$ cat src/rtl/alarm_clock_multi.sv
// 24-hour clock with NUM_ALARMS programmable alarms, ring/snooze/timeout control
// and six 7-segment digits in 24-hour or 12-hour display mode.
module alarm_clock_multi #(
    parameter int CLK_DIV    = 1,
    parameter int NUM_ALARMS = 4,
    parameter int SNOOZE_MIN = 5,
    parameter int RING_SECS  = 60,
    parameter int AW         = (NUM_ALARMS > 2) ? $clog2(NUM_ALARMS) : 1
) (
    input  logic          clk,
    input  logic          rst,
    input  logic          time_c,
    input  logic          alm_c,
    input  logic [5:0]    sec,
    input  logic [5:0]    min,
    input  logic [5:0]    hour,
    input  logic [AW-1:0] alm_sel,
    input  logic          alm_on,
    input  logic          alm_off,
    input  logic          snooze,
    input  logic          mode12,
    output logic [6:0]    outsc_1,
    output logic [6:0]    outsc_2,
    output logic [6:0]    outmn_1,
    output logic [6:0]    outmn_2,
    output logic [6:0]    outhr_1,
    output logic [6:0]    outhr_2,
    output logic          pm,
    output logic          alarm,
    output logic [AW-1:0] alarm_id,
    output logic          tick
);
    localparam int PW = (CLK_DIV > 1) ? $clog2(CLK_DIV) : 1;

    typedef enum logic [1:0] {S_IDLE = 2'd0, S_RING = 2'd1, S_SNOOZE = 2'd2} state_t;

    function automatic logic [6:0] seg7(input logic [3:0] d);
        logic [6:0] s;
        case (d)
            4'd0:    s = 7'h3F;
            4'd1:    s = 7'h06;
            4'd2:    s = 7'h5B;
            4'd3:    s = 7'h4F;
            4'd4:    s = 7'h66;
            4'd5:    s = 7'h6D;
            4'd6:    s = 7'h7D;
            4'd7:    s = 7'h07;
            4'd8:    s = 7'h7F;
            4'd9:    s = 7'h6F;
            default: s = 7'h00;
        endcase
        return s;
    endfunction

    function automatic logic [3:0] tens(input logic [5:0] v);
        return 4'(v / 6'd10);
    endfunction

    function automatic logic [3:0] units(input logic [5:0] v);
        return 4'(v % 6'd10);
    endfunction

    logic [PW-1:0] presc_q, presc_d;
    logic [5:0]    sec_q, sec_d, min_q, min_d, hour_q, hour_d;
    logic          tick_q, tick_d;
    logic [5:0]    alm_h_q [NUM_ALARMS];
    logic [5:0]    alm_h_d [NUM_ALARMS];
    logic [5:0]    alm_m_q [NUM_ALARMS];
    logic [5:0]    alm_m_d [NUM_ALARMS];
    logic [NUM_ALARMS-1:0] en_q, en_d;
    state_t        state_q, state_d;
    logic [7:0]    ring_cnt_q, ring_cnt_d;
    logic [5:0]    tgt_h_q, tgt_h_d, tgt_m_q, tgt_m_d;
    logic [AW-1:0] id_q, id_d;
    logic          alarm_q, alarm_d;

    logic          tick_s, load_s, tick_ev_s, sel_ok_s, off_hit_s;
    logic          match_s;
    logic [AW-1:0] match_id_s;
    logic [6:0]    snz_sum_s;
    logic [5:0]    snz_h_s, snz_m_s, hour_disp_s;

    // A rejected time load is fully ignored, so the clock keeps running through it.
    assign tick_s    = (presc_q == PW'(CLK_DIV - 1));
    assign load_s    = time_c && (sec < 6'd60) && (min < 6'd60) && (hour < 6'd24);
    assign tick_ev_s = tick_s && !load_s;
    assign sel_ok_s  = (int'(alm_sel) < NUM_ALARMS);
    assign off_hit_s = alm_off && sel_ok_s && (alm_sel == id_q);
    assign snz_sum_s = {1'b0, min_q} + 7'(SNOOZE_MIN);

    // Prescaler and time-of-day next state.
    always_comb begin
        presc_d = presc_q;
        sec_d   = sec_q;
        min_d   = min_q;
        hour_d  = hour_q;
        tick_d  = 1'b0;
        if (load_s) begin
            presc_d = '0;
            sec_d   = sec;
            min_d   = min;
            hour_d  = hour;
        end else if (tick_s) begin
            presc_d = '0;
            tick_d  = 1'b1;
            if (sec_q == 6'd59) begin
                sec_d = 6'd0;
                if (min_q == 6'd59) begin
                    min_d  = 6'd0;
                    hour_d = (hour_q == 6'd23) ? 6'd0 : hour_q + 6'd1;
                end else begin
                    min_d = min_q + 6'd1;
                end
            end else begin
                sec_d = sec_q + 6'd1;
            end
        end else begin
            presc_d = presc_q + PW'(1);
        end
    end

    // Alarm slot contents and enables; disable beats enable.
    always_comb begin
        alm_h_d = alm_h_q;
        alm_m_d = alm_m_q;
        en_d    = en_q;
        if (alm_c && sel_ok_s && (hour < 6'd24) && (min < 6'd60)) begin
            alm_h_d[alm_sel] = hour;
            alm_m_d[alm_sel] = min;
        end else begin
            alm_h_d = alm_h_q;
        end
        if (sel_ok_s && alm_off) begin
            en_d[alm_sel] = 1'b0;
        end else if (sel_ok_s && alm_on) begin
            en_d[alm_sel] = 1'b1;
        end else begin
            en_d = en_q;
        end
    end

    // Lowest-index enabled slot equal to the time a tick is about to reach.
    always_comb begin
        match_s    = 1'b0;
        match_id_s = '0;
        for (int i = NUM_ALARMS - 1; i >= 0; i--) begin
            if (en_q[i] && (alm_h_q[i] == hour_d) && (alm_m_q[i] == min_d)) begin
                match_s    = 1'b1;
                match_id_s = AW'(i);
            end else begin
                match_s = match_s;
            end
        end
        match_s = match_s && tick_ev_s && (sec_d == 6'd0);
    end

    // Snooze target: current hh:mm plus SNOOZE_MIN with hour carry and wrap.
    always_comb begin
        snz_m_s = snz_sum_s[5:0];
        snz_h_s = hour_q;
        if (snz_sum_s >= 7'd60) begin
            snz_m_s = 6'(snz_sum_s - 7'd60);
            snz_h_s = (hour_q == 6'd23) ? 6'd0 : hour_q + 6'd1;
        end else begin
            snz_m_s = snz_sum_s[5:0];
        end
    end

    // Ring/snooze FSM next state; alarm output follows the next state.
    always_comb begin
        state_d    = state_q;
        ring_cnt_d = ring_cnt_q;
        tgt_h_d    = tgt_h_q;
        tgt_m_d    = tgt_m_q;
        id_d       = id_q;
        case (state_q)
            S_IDLE: begin
                if (match_s) begin
                    state_d    = S_RING;
                    id_d       = match_id_s;
                    ring_cnt_d = 8'd0;
                end else begin
                    state_d = S_IDLE;
                end
            end
            S_RING: begin
                if (load_s || off_hit_s) begin
                    state_d = S_IDLE;
                end else if (snooze) begin
                    state_d = S_SNOOZE;
                    tgt_h_d = snz_h_s;
                    tgt_m_d = snz_m_s;
                end else if (tick_ev_s) begin
                    ring_cnt_d = ring_cnt_q + 8'd1;
                    state_d    = (ring_cnt_q + 8'd1 >= 8'(RING_SECS)) ? S_IDLE : S_RING;
                end else begin
                    state_d = S_RING;
                end
            end
            S_SNOOZE: begin
                if (load_s || off_hit_s) begin
                    state_d = S_IDLE;
                end else if (tick_ev_s && (sec_d == 6'd0) && (hour_d == tgt_h_q) && (min_d == tgt_m_q)) begin
                    state_d    = S_RING;
                    ring_cnt_d = 8'd0;
                end else begin
                    state_d = S_SNOOZE;
                end
            end
            default: state_d = S_IDLE;
        endcase
        alarm_d = (state_d == S_RING);
    end

    // State registers.
    always_ff @(posedge clk or negedge rst) begin
        if (!rst) begin
            presc_q    <= '0;
            sec_q      <= 6'd0;
            min_q      <= 6'd0;
            hour_q     <= 6'd0;
            tick_q     <= 1'b0;
            alm_h_q    <= '{default: 6'd0};
            alm_m_q    <= '{default: 6'd0};
            en_q       <= '0;
            state_q    <= S_IDLE;
            ring_cnt_q <= 8'd0;
            tgt_h_q    <= 6'd0;
            tgt_m_q    <= 6'd0;
            id_q       <= '0;
            alarm_q    <= 1'b0;
        end else begin
            presc_q    <= presc_d;
            sec_q      <= sec_d;
            min_q      <= min_d;
            hour_q     <= hour_d;
            tick_q     <= tick_d;
            alm_h_q    <= alm_h_d;
            alm_m_q    <= alm_m_d;
            en_q       <= en_d;
            state_q    <= state_d;
            ring_cnt_q <= ring_cnt_d;
            tgt_h_q    <= tgt_h_d;
            tgt_m_q    <= tgt_m_d;
            id_q       <= id_d;
            alarm_q    <= alarm_d;
        end
    end

    // Displayed hour: 0 reads 12 and 13..23 fold down in 12-hour mode.
    always_comb begin
        hour_disp_s = hour_q;
        if (mode12) begin
            if (hour_q == 6'd0) begin
                hour_disp_s = 6'd12;
            end else if (hour_q > 6'd12) begin
                hour_disp_s = hour_q - 6'd12;
            end else begin
                hour_disp_s = hour_q;
            end
        end else begin
            hour_disp_s = hour_q;
        end
    end

    assign outsc_1  = seg7(tens(sec_q));
    assign outsc_2  = seg7(units(sec_q));
    assign outmn_1  = seg7(tens(min_q));
    assign outmn_2  = seg7(units(min_q));
    assign outhr_1  = seg7(tens(hour_disp_s));
    assign outhr_2  = seg7(units(hour_disp_s));
    assign pm       = (hour_q >= 6'd12);
    assign alarm    = alarm_q;
    assign alarm_id = id_q;
    assign tick     = tick_q;
endmodule

$ cat config.mk
export PLATFORM = sky130hd
export DESIGN_NAME = alarm_clock_multi
export DESIGN_NICKNAME = d
export VERILOG_FILES = /design/src/rtl/alarm_clock_multi.sv
export SDC_FILE = /design/constraint.sdc
export NUM_CORES = 1
export LEC_CHECK = 0
export CAP_MARGIN = 20
export CORE_MARGIN = 2
export CORE_UTILIZATION = 40
export DETAILED_ROUTE_END_ITERATION = 10
export GPL_TIMING_DRIVEN = 0
export PLACE_DENSITY = 0.59
export SETUP_SLACK_MARGIN = 0.5
export SYNTH_ARGS = -nofsm -noshare
export SYNTH_HDL_FRONTEND = slang
export SYNTH_SLANG_ARGS = --single-unit
$ cat constraint.sdc
create_clock -name clk -period 11.55 [get_ports clk]
set_clock_uncertainty 0.1 [all_clocks]
set_input_delay 2.31 -clock clk [delete_from_list [all_inputs] [get_ports clk]]
set_output_delay 2.31 -clock clk [all_outputs]
set_load 0.03 [all_outputs]
# == Yosys cells after proc, flatten, opt, wreduce, memory -nomap -nowiden ==
# Memories as Yosys holds them, arrays and structs flattened.
# Cells that the tools add are included.
# classes
n_addsub,8
n_div,6
magnitude_cmp,11
eq_ne,23
n_mux,52
n_bitwise,6
reduce_logical,32
# ops
cell,n
6-bit 2-to-1 mux,18
6-bit == test,10
24-bit bitwise mux,2
8-bit 2-to-1 mux,6
8-bit one-hot mux with 3 select lines,1
1-bit logical AND,22
6-bit by 1-bit adder with 6-bit output (second input constant),3
6-bit by 4-bit divider with 6-bit output (second input constant),3
6-bit by 4-bit modulo with 6-bit output (second input constant),3
2-bit 2-to-1 mux,8
6-bit demux with 2-bit select,1
6-bit == test (second input constant),2
6-bit logical NOT,2
6-bit < comparator (second input constant),2
1-bit 2-to-1 mux,12
2-bit inequality test (second input constant),6
8-bit by 1-bit adder with 8-bit output (second input constant),1
8-bit by 6-bit greater-or-equal comparator with 1-bit output (second input constant),1
4-bit 2-to-1 mux,2
6-bit by 3-bit adder with 7-bit output (second input constant),1
7-bit by 6-bit greater-or-equal comparator with 1-bit output (second input constant),1
7-bit AND reduction,1
6-bit by 5-bit == test with 1-bit output (second input constant),1
6-bit by 4-bit greater-or-equal comparator with 1-bit output (second input constant),1
26 further kinds,28
# word_totals
ff_bits,97
rom_bits,672
inputBits,28
out_inout_bits,47
mem_count,6
# memory_table
name,depth,word_bits,rd,rd_clocked_by_memory_dff,wr,line_no,text
(no name shown),16,7,1,0,0,39,case (d)
(no name shown),16,7,1,0,0,39,
(no name shown),16,7,1,0,0,39,
(no name shown),16,7,1,0,0,39,
(no name shown),16,7,1,0,0,39,
(no name shown),16,7,1,0,0,39,

# == Longest topological paths before layout ==
# Gate-level depths: netlist (run 1).
# depth
ltp_word,18
ltp_mapped,20

# == Least setup slack after synthesis (run 1) ==
# OpenSTA, ideal clock, no wires.
# synth_path
kind,input port to output port
startpoint,in mode12
endpoint,out outhr_2[3]
t_arrival_ns,5.701
required_time_ns,9.140
path_slack_ns,3.439
path_stages,15
path_buffers,1
cell_sequence,nor2b_1 mux2_2 clkbuf_1 a21oi_1 ha_1 nand2_1 or4_1 a21oi_1 a211oi_1 nor2_1 nor2_1 nand2_1 a21boi_0 ha_1 o21ai_0
# synth_via
elab_chain_len,3
# synth_lines
element,line_no,text
start: declaration,21,"input logic mode12,"
6-bit 2-to-1 mux,253,if (mode12) begin
6-bit by 4-bit modulo with 6-bit output,60,return 4'(v % 6'd10);
memory 16 x 7 bit,--,
end: declaration,27,"output logic [6:0] outhr_2,"
# No other way between the ends.

# == Worst setup path after layout (run 1) ==
# Ends and elaborated chain as after synthesis.

==> impl_metrics.ini, run 1 <==
[run_status]
run_status = finished clean

[sta]
finalCritPeriodShare = 0.812
final_period_minus_worst_setup_slack_ns = 9.38
unrepaired_setup_endpoints_after_global_routing = no
final_count_of_hold_timing_violations = 0
timing_worst_slew_pin_value_ns = 0.694
fin_worst_hold_slack_ns = 0.403
maxClockFrequency_mhz = 107
timing.max_slew.rel_slack = 0.524
tns_ns = 0
report.final.slew_viol_count = 0
final_count_of_negative_setup_slack_endpoints = 0

[logic_synthesis]
synth_edf_count = 0
syn-num-nets = 1024
yosysSeqAreaShare = 0.296
post_synth_num_cell_types = 94
syn_avg_cell_area_um2 = 8.66
synth_flop_cell = dfrtp_1
syn-instance-count = 937
synth-seq-cells = 96
ys.warnings.count = 0
ys_async_sr_fraction = 1.00
netlist_area_um2 = 8120

[floorplan]
pin_count = 75
die_h_um = 146
die_area_um2 = 21500
fp.coreArea_um2 = 20100
num_rows = 52
dieWidth_um = 146
initial_utilization = 0.404

[final_layout]
finalNetCount = 1107
area.growth.synth_to_final_pct = 17.2
n_antenna_cell = 0
filler_cell_count = 1997
final_layout_size_suffix_gt1_frac = 0.108
finish.utilization = 0.473

[min_path]
hp-class = reg -> reg

[clock_tree]
ctsHtreeMaxLevel = 3
latest_clock_arrival_within_the_worst_skew_pair_ns = 0.35
hold_buffers = 0
numCtsBuffers = 9
tritoncts = yes
cts.path.max_buffers = 2
post_cts_resize_count = 0
ctsRootBufferMaster = clkbuf_16
cts.sinks = 96
clk_pin_slew_worst_paths_ns = 0.07
postCtsSetupRepairBufs = 0

[grt]
overflow = 0
grtUsageTotal = 0.208
grt_pass1_vias = 6551
grt_pass1_wl_um = 35800
gr-max-usage-layer = met2
groute.layer.met2.usage = 0.330
grt_max_degree = 50
antenna_violations_before_repair = 0
global_route.usage.met3 = 0.0291
grt.met1_usage = 0.295

[placed_design]
globalplace.congestion = 0.869
place.detailed.hpwl_um = 17100
place.port_buffers = 70

[worst_setup_path]
critPathMaxFanout = 10
critPathBufInv = 2
cp.arrival_ns = 6.97
max_stage_delay_ns = 0.69
critical_path.slowest_cell = clkdlybuf4s50_1
criticalPathCategory = in -> out
timing.critical_path.required_ns = 9.14
timing.critical_path.to_type = output port
regToRegSetupSlack_ns = 7.45
crit_path_cell_trace = clkdlybuf4s50_1 > o31a_1 > o211ai_1 > nor2_1 > a21oi_1 > ha_1 > nand2_1 > or4_1 > a21oi_1 > a211oi_1 > nor2_1 > nor2_1 > nand2_1 > a21boi_0 > ha_1 > o21ai_0 > clkdlybuf4s50_1
critical-path-top-cell-by-count = nor2_1
critPathLaunchType = input pin
timing.critical_path.max_delay_family = compound AO/OA/AOI/OAI gates

[detailed_routing]
antenna_violating_nets_post_route = 0
drc_errors = 0
vias = 7190
post_drt_via_cell_ratio = 5.55
firstDrtPassIters = 5
wl_per_instance_um = 17.3
drt_iter0_drc = 332
drt_wl_total_um = 22400

[pwr]
worst_voltage_drop_across_the_vdd_grid_mv = 0.217
cellLeakagePower_nw = 4.00
power_density_nw_per_um2 = 320
fin_total_pwr_mw = 3.04

[run]
maxCapViolCount = 0
layer usage:
| metal | share of wire | vias to the layer above |
|---|---|---|
| met5 | 0 | - |
| met1 | 0.49 | 3447 |
| met2 | 0.45 | 161 |
| li1 | - | 3556 |
| met3 | 0.044 | 26 |
| met4 | 0.020 | 0 |
cells by family (layout without fill, tap and decap cells):
kind of cell,after synthesis,in the layout,synth area share
flip-flops,96,96,0.296
multiplexers,55,55,0.0735
AO/OA/AOI/OAI,252,252,0.207
buffers and inverters,97,185,0.0519
XOR/XNOR,67,67,0.0732
AND/OR/NAND/NOR,311,311,0.208
adder cells (fa/ha/maj),59,59,0.0909
synthesized netlist by cell type, types with 8 or more instances:
cell / number / area (um2)
dfrtp_1: 96 / 2400
nand2_1: 84 / 315
nor2_1: 73 / 274
o21ai_0: 67 / 335
ha_1: 59 / 738
a21oi_1: 54 / 270
xnor2_1: 50 / 438
inv_1: 47 / 176
mux2_2: 37 / 417
nand3_1: 28 / 140
clkbuf_1: 26 / 97.6
mux2i_1: 18 / 180
nor3_1: 17 / 85.1
xor2_1: 16 / 140
nor2b_1: 14 / 87.6
and3_1: 13 / 81.3
o211ai_1: 12 / 90.1
buf_2: 11 / 55.1
nand4_1: 11 / 68.8
o22ai_1: 10 / 62.6
o31ai_1: 10 / 75.1
a21o_1: 9 / 67.6
a31oi_1: 8 / 50.1
and2_1: 8 / 50.1
cells in the final DEF (no fill, tap or decap), drive strengths merged, types with 6 or more instances in the layout:
master,count
ha,59
nor3,21
o221ai,6
clkbuf,39
nor2b,14
and2,9
clkdlybuf4s50,69
o22ai,10
o21bai,6
o211ai,12
dfrtp,96
nand2b,6
buf,23
nor4,11
xor2,16
nor2,76
xnor2,51
nand4,13
a31oi,11
nand2,85
a21o,9
inv,50
o31ai,10
a21oi,56
or4,7
o21ai,75
a211oi,8
and3,13
mux2i,18
nand3,30
mux2,37
power breakdown:
| part | internal, mW | leakage [nW] | total (mW) | switching (mW) |
|---|---|---|---|---|
| combinational | 0.887 | 2.66 | 2.24 | 1.35 |
| sequential | 0.399 | 1.19 | 0.470 | 0.0709 |
| clock | 0.197 | 0.153 | 0.336 | 0.139 |
stage by stage:
stage	std cells	setup slack [ns]	cell area (um2)
global route	1295	1.68	9510
floorplan	937	3.44	8120
CTS	1294	2.19	9500
global placement	1277	2.20	9160
finish	1295	2.17	9510
detailed placement	1278	2.22	9180
path summary, 6_finish.rpt:
path,start,endpoint,depth (start not counted)
min in group asynchronous,rst,alarm,1
setup / recovery,mode12,outhr_2[3],17
setup reg to reg,hour_q[3],ring_cnt_q[3],14
max in group asynchronous,rst,min_q[3],2
hold / removal,tgt_m_q[0],tgt_m_q[0],2
hold reg to reg,tgt_m_q[0],tgt_m_q[0],2
worst min-delay path, stage by stage (launching register included):
cell and delay [ns]:
dfrtp_1 0.36, nand2_1 0.05, o21ai_0 0.06
final cells by class:
class,count,area [um2],share of cell area
Multi-Input combinational cell,744,5290,0.557
Sequential cell,96,2400,0.253
Timing Repair Buffer,72,733,0.0771
Tap cell,270,338,0.0355
Clock buffer,12,246,0.0259
Buffer,47,231,0.0243
Inverter,50,190,0.0200
Clock inverter,4,76.3,0.00802
state kept, by name (all words and copies together) (netlist names), named ones only:
| register | count |
|---|---|
| alm_h_q | 24 |
| alm_m_q | 24 |
| ring_cnt_q | 8 |
| hour_q | 6 |
| min_q | 6 |
| sec_q | 6 |
| tgt_h_q | 6 |
| tgt_m_q | 6 |
| alarm_id | 2 |
| state_q | 2 |
| alarm | 1 |
| tick | 1 |
Note: power is estimated with default switching activity, not from simulation.
==> run 2: changes to the inputs <==
==> constraint.sdc (replaced) <==
create_clock -name clk -period 9.5 [get_ports clk]
set_clock_uncertainty 0.1 [all_clocks]
set_input_delay 1.9 -clock clk [delete_from_list [all_inputs] [get_ports clk]]
set_output_delay 1.9 -clock clk [all_outputs]
set_load 0.03 [all_outputs]
==> run 2 against run 1 <==
  * Setup slack lost 1.1 ns
  * Combinational power grew 21%
  * Cell area is essentially flat
  * Cell count is the same
  * Sequential cell count is the same
  * Clock power grew 21%
  * Die area is the same
  * Non-clock buffer count is the same
==> impl_metrics.ini, run 2 (same netlist as run 1, synthesis figures left out) <==
[sta]
timing.max_slew.rel_slack = 0.524
fin_worst_hold_slack_ns = 0.403
tns_ns = 0
report.final.slew_viol_count = 0
unrepaired_setup_endpoints_after_global_routing = no
setup_ws_ns = 1.08
finalCritPeriodShare = 0.886
timing_worst_slew_pin_value_ns = 0.694
maxClockFrequency_mhz = 119
final_count_of_negative_setup_slack_endpoints = 0
final_count_of_hold_timing_violations = 0
final_period_minus_worst_setup_slack_ns = 8.42

[floorplan]
num_rows = 52
fp.coreArea_um2 = 20100
dieWidth_um = 146
die_h_um = 146
die_area_um2 = 21500
initial_utilization = 0.404
pin_count = 75

[final_layout]
layout.cells.most_common_list = dfrtp_1 (96), nand2_1 (84), nor2_1 (72)
final_layout_size_suffix_gt1_frac = 0.109
finalNetCount = 1107
filler_cell_count = 1999
area.growth.synth_to_final_pct = 17.2
multi_input_logic_area_um2 = 5300
mostFrequentLayoutCell = dfrtp_1
final_design_area_no_fill_um2 = 9510
finish.utilization = 0.473
final_cell_count_no_fill = 1295
reg.largest.list = alm_h_q (24), alm_m_q (24), ring_cnt_q (8)
seqCellArea_um2 = 2400
n_antenna_cell = 0

[pwr]
power.internal_mw = 1.80
fin_total_pwr_mw = 3.70
power.switching_fraction = 0.513
worst_voltage_drop_across_the_vdd_grid_mv = 0.263
cellLeakagePower_nw = 4.00
switching_power_mw = 1.90
power.share.combinational = 0.735
power_density_nw_per_um2 = 389
power.sequential.fraction = 0.154
power.share.clock = 0.110

[detailed_routing]
met2WireLength_um = 10100
vias = 7186
wl_per_instance_um = 17.3
firstDrtPassIters = 5
wl_met3_um = 1050
maxUsedRoutingLayer = met4
drt_wl_total_um = 22400
drc_errors = 0
drt_iter0_drc = 339
wl_met1_um = 10800
post_drt_via_cell_ratio = 5.55
antenna_violating_nets_post_route = 0

[placed_design]
place.detailed.hpwl_um = 17100
globalplace.congestion = 0.869
placed_area_um2 = 9180
place.port_buffers = 70
worst_setup_slack_post_dpl_ns = 0.991
placed_cells_incl_taps = 1278

[worst_setup_path]
timing.critical_path.required_ns = 7.50
crit_path_cell_trace = clkdlybuf4s50_1 > nor2b_1 > mux2_2 > clkbuf_1 > a21oi_1 > ha_1 > nand2_1 > or4_1 > a21oi_1 > a211oi_1 > nor2_1 > nor2_1 > nand2_1 > a21boi_0 > ha_1 > o21ai_0 > clkdlybuf4s50_1
setup.worst_path.start = mode12
max_stage_delay_ns = 0.69
reg2reg_from = hour_q[3]
regToRegSetupSlack_ns = 5.40
criticalPathCategory = in -> out
cp.arrival_ns = 6.42
critical_path.slowest_cell = clkdlybuf4s50_1
critPathLaunchType = input pin
timing.critical_path.to_type = output port
critPathMaxFanout = 10

[clock_tree]
cts.path.max_buffers = 2
latest_clock_arrival_within_the_worst_skew_pair_ns = 0.35
cts.sinks = 96
numCtsBuffers = 9
ctsRootBufferMaster = clkbuf_16
clk_pin_slew_worst_paths_ns = 0.07
post_cts_resize_count = 0
ctsHtreeMaxLevel = 3
postCtsSetupRepairBufs = 0
tritoncts = yes
hold_buffers = 0

[run]
maxCapViolCount = 0

[run_status]
run_status = finished clean

[min_path]
hp-class = reg -> reg
hp-start = tgt_m_q[0]

[grt]
grt_pass1_vias = 6551
overflow = 0
grtUsageTotal = 0.208
grt_max_degree = 50
antenna_violations_before_repair = 0
grt_pass1_wl_um = 35800
[run 2: worst paths after layout]
| kind | to | cells after the start |
|---|---|---|
| setup / recovery | outhr_2[3] | 17 |
| hold / removal | tgt_m_q[0] | 2 |
| setup reg to reg | ring_cnt_q[3] | 14 |
| max in group asynchronous | min_q[3] | 2 |
| min in group asynchronous | alarm | 1 |
| hold reg to reg | tgt_m_q[0] | 2 |
[run 2: worst max-delay path, delay by kind of cell]
kind,cells,cell delay (ns)
AND/OR/NAND/NOR,6,1.06
adder cells (fa/ha/maj),2,0.51
multiplexers,1,0.37
AO/OA/AOI/OAI,5,1.07
buffers and inverters,3,1.49
[run 2: power by group through the flow]
stage | Combinational, mW | Sequential (mW) | Clock, mW
global placement | 2.70 | 0.575 | 0
global route | 2.95 | 0.582 | 0.429
detailed placement | 2.72 | 0.578 | 0
finish | 2.72 | 0.571 | 0.408
floorplan | 1.87 | 0.552 | 0
CTS | 2.73 | 0.570 | 0.412
[run 2: final cells by class]
cell class                 count  share of cell area
buffer                        47              0.0243
clock buffer                  12              0.0259
clock inverter                 4             0.00802
inverter                      50              0.0200
multi-input combinational    744               0.557
sequential                    96               0.252
tap                          270              0.0355
timing repair buffer          72              0.0771
[run 2: layer usage]
layer | GRT usage | vias up
met4 | 0.0675 | 0
met2 | 0.330 | 172
li1 | - | 3558
met5 | 0 | -
met1 | 0.295 | 3430
met3 | 0.0291 | 26
==> run 3: changes to the inputs <==
--- a/config.mk
+++ b/config.mk
@@ -6,11 +6,13 @@
 export NUM_CORES = 1
 export LEC_CHECK = 0
 export CAP_MARGIN = 20
+export CELL_PAD_IN_SITES_DETAIL_PLACEMENT = 1
+export CELL_PAD_IN_SITES_GLOBAL_PLACEMENT = 2
 export CORE_MARGIN = 2
-export CORE_UTILIZATION = 40
+export CORE_UTILIZATION = 36
 export DETAILED_ROUTE_END_ITERATION = 10
 export GPL_TIMING_DRIVEN = 0
-export PLACE_DENSITY = 0.59
+export PLACE_DENSITY = 0.81
 export SETUP_SLACK_MARGIN = 0.5
 export SYNTH_ARGS = -nofsm -noshare
 export SYNTH_HDL_FRONTEND = slang
==> run 3 against run 2 <==
  * Register-to-register slack lost 0.12 ns
  * Global-route usage grew 0.65 points
  * Setup slack lost 0.063 ns
  * Via count grew 0.45%
  * Sequential share of layout area shrank 0.096 points
  * Non-clock buffer count grew 1
  * Fmax shrank 0.74%
==> impl_metrics.ini, run 3 (same netlist as run 1, synthesis figures left out) <==
[detailed_routing]
antenna_violating_nets_post_route = 0
wl_per_instance_um = 19.1
post_drt_via_cell_ratio = 5.53
drc_errors = 0
firstDrtPassIters = 4
vias = 7218
drt_wl_total_um = 25000
drt_iter0_drc = 346

[placed_design]
placed_cells_incl_taps = 1290
place.detailed.hpwl_um = 19200
worst_setup_slack_post_dpl_ns = 0.837
place.port_buffers = 70
globalplace.congestion = 0.815
placed_area_um2 = 9200

[grt]
grt_max_degree = 54
grtUsageTotal = 0.215
overflow = 0
antenna_violations_before_repair = 0
grt_pass1_vias = 7213
grt_pass1_wl_um = 40300

[final_layout]
reg.largest.list = alm_h_q (24), alm_m_q (24), ring_cnt_q (8)
finish.utilization = 0.435
finalNetCount = 1108
filler_cell_count = 2598
area.growth.synth_to_final_pct = 17.6
final_design_area_no_fill_um2 = 9550
final_cell_count_no_fill = 1306
n_antenna_cell = 0
final_layout_size_suffix_gt1_frac = 0.111
layout.cells.most_common_list = dfrtp_1 (96), nand2_1 (84), nor2_1 (72)
mostFrequentLayoutCell = dfrtp_1

[pwr]
cellLeakagePower_nw = 4.02
switching_power_mw = 1.94
power.share.combinational = 0.733
power.internal_mw = 1.82
power.share.clock = 0.115
power_density_nw_per_um2 = 394
power.switching_fraction = 0.515
power.sequential.fraction = 0.152
worst_voltage_drop_across_the_vdd_grid_mv = 0.511

[run]
maxCapViolCount = 0

[worst_setup_path]
critPathMaxFanout = 10
cp.arrival_ns = 6.48
critPathLaunchType = input pin
reg2reg_from = hour_q[3]
timing.critical_path.required_ns = 7.50
critical_path.slowest_cell = clkdlybuf4s50_1
timing.critical_path.to_type = output port
regToRegSetupSlack_ns = 5.28
max_stage_delay_ns = 0.69
setup.worst_path.start = mode12
timing.reg2reg.worst_path_depth = 14
criticalPathCategory = in -> out
critical_path.reg2reg.endpoint = ring_cnt_q[4]
worst_setup_path_endpoint = outhr_2[3]
crit_path_cell_trace = clkdlybuf4s50_1 > nor2b_1 > mux2_2 > clkbuf_1 > a21oi_1 > ha_1 > nand2_1 > or4_1 > a21oi_1 > a211oi_1 > nor2_1 > nor2_1 > nand2_1 > a21boi_0 > ha_1 > o21ai_0 > clkdlybuf4s50_1

[min_path]
hp-class = reg -> reg

[sta]
final_period_minus_worst_setup_slack_ns = 8.48
timing_worst_slew_pin_value_ns = 0.758
unrepaired_setup_endpoints_after_global_routing = no
report.final.slew_viol_count = 0
final_count_of_hold_timing_violations = 0
maxClockFrequency_mhz = 118
setup_ws_ns = 1.02
finalCritPeriodShare = 0.893
final_count_of_negative_setup_slack_endpoints = 0
timing.max_slew.rel_slack = 0.495
tns_ns = 0

[run_status]
run_status = finished clean

[clock_tree]
ctsHtreeMaxLevel = 3
ctsRootBufferMaster = clkbuf_16
cts.path.max_buffers = 2
numCtsBuffers = 9
tritoncts = yes
cts.sinks = 96
latest_clock_arrival_within_the_worst_skew_pair_ns = 0.36
clk_pin_slew_worst_paths_ns = 0.07

[floorplan]
initial_utilization = 0.370
die_h_um = 154
num_rows = 54
pin_count = 75
dieWidth_um = 154
die_area_um2 = 23800
fp.coreArea_um2 = 22000
-- run 3: changes by cell type in the layout (fill, tap and decap cells not counted), sizes merged --
| cell | before | now |
|---|---|---|
| buf | 23 | 25 |
| bufinv | 2 | 3 |
| clkbuf | 39 | 36 |
| clkinv | 1 | 2 |
-- run 3: layout make-up --
type                       instances  area, um2  area share
clock buffer                      10        229      0.0240
sequential                        96       2400       0.252
inverter                          50        190      0.0199
buffer                            47        231      0.0242
multi-input combinational        744       5300       0.555
timing repair buffer              73        736      0.0770
clock inverter                     6        115      0.0121
tap                              280        350      0.0367
-- run 3: metrics by stage --
stage          total power, mW  hold slack [ns]
2_1_floorplan             2.42            0.365
3_3_place_gp              3.32            0.379
3_5_place_dp              3.35            0.388
4_1_cts                   3.80            0.404
5_1_grt                   4.06            0.420
6_report                  3.76            0.401
-- run 3: worst max-delay path, delay by kind of cell --
kind | cells | cell delay [ns]
buf+inv | 3 | 1.48
compound gates | 5 | 1.12
simple gates | 6 | 1.09
fa+ha+maj | 2 | 0.51
mux | 1 | 0.37
-- run 3: timing repair --
action,4_1_cts,5_1_grt
hold buffers,0,0
endpoints found under the setup margin,0,1
gates resized for setup,0,1
buffers inserted,0,0
-- run 3: worst min path at each step --
stage	startpoint	endpoint	cells after the start
after detailed placement	tgt_h_q[3]	tgt_h_q[3]	1
after CTS	tgt_h_q[3]	tgt_h_q[3]	1
after floorplan	alm_m_q[23]	alm_m_q[23]	2
after global routing	tgt_h_q[3]	tgt_h_q[3]	1
after global placement	tgt_h_q[3]	tgt_h_q[3]	1
final	tgt_h_q[3]	tgt_h_q[3]	1
-- run 3: power by group through the flow --
stage                     logic [mW]  registers [mW]  clock network [mW]
after floorplan                 1.87           0.552                   0
after global placement          2.74           0.575                   0
after detailed placement        2.77           0.579                   0
after CTS                       2.78           0.571               0.441
after global routing            3.02           0.586               0.456
final                           2.76           0.573               0.434
-- run 3: layer usage --
| metal | GRT usage | vias up | wire length (um) |
|---|---|---|---|
| met5 | 0 | - | 0 |
| met4 | 0.0467 | 0 | 303 |
| li1 | - | 3548 | - |
| met3 | 0.0211 | 26 | 631 |
| met2 | 0.346 | 101 | 11300 |
| met1 | 0.313 | 3543 | 12700 |
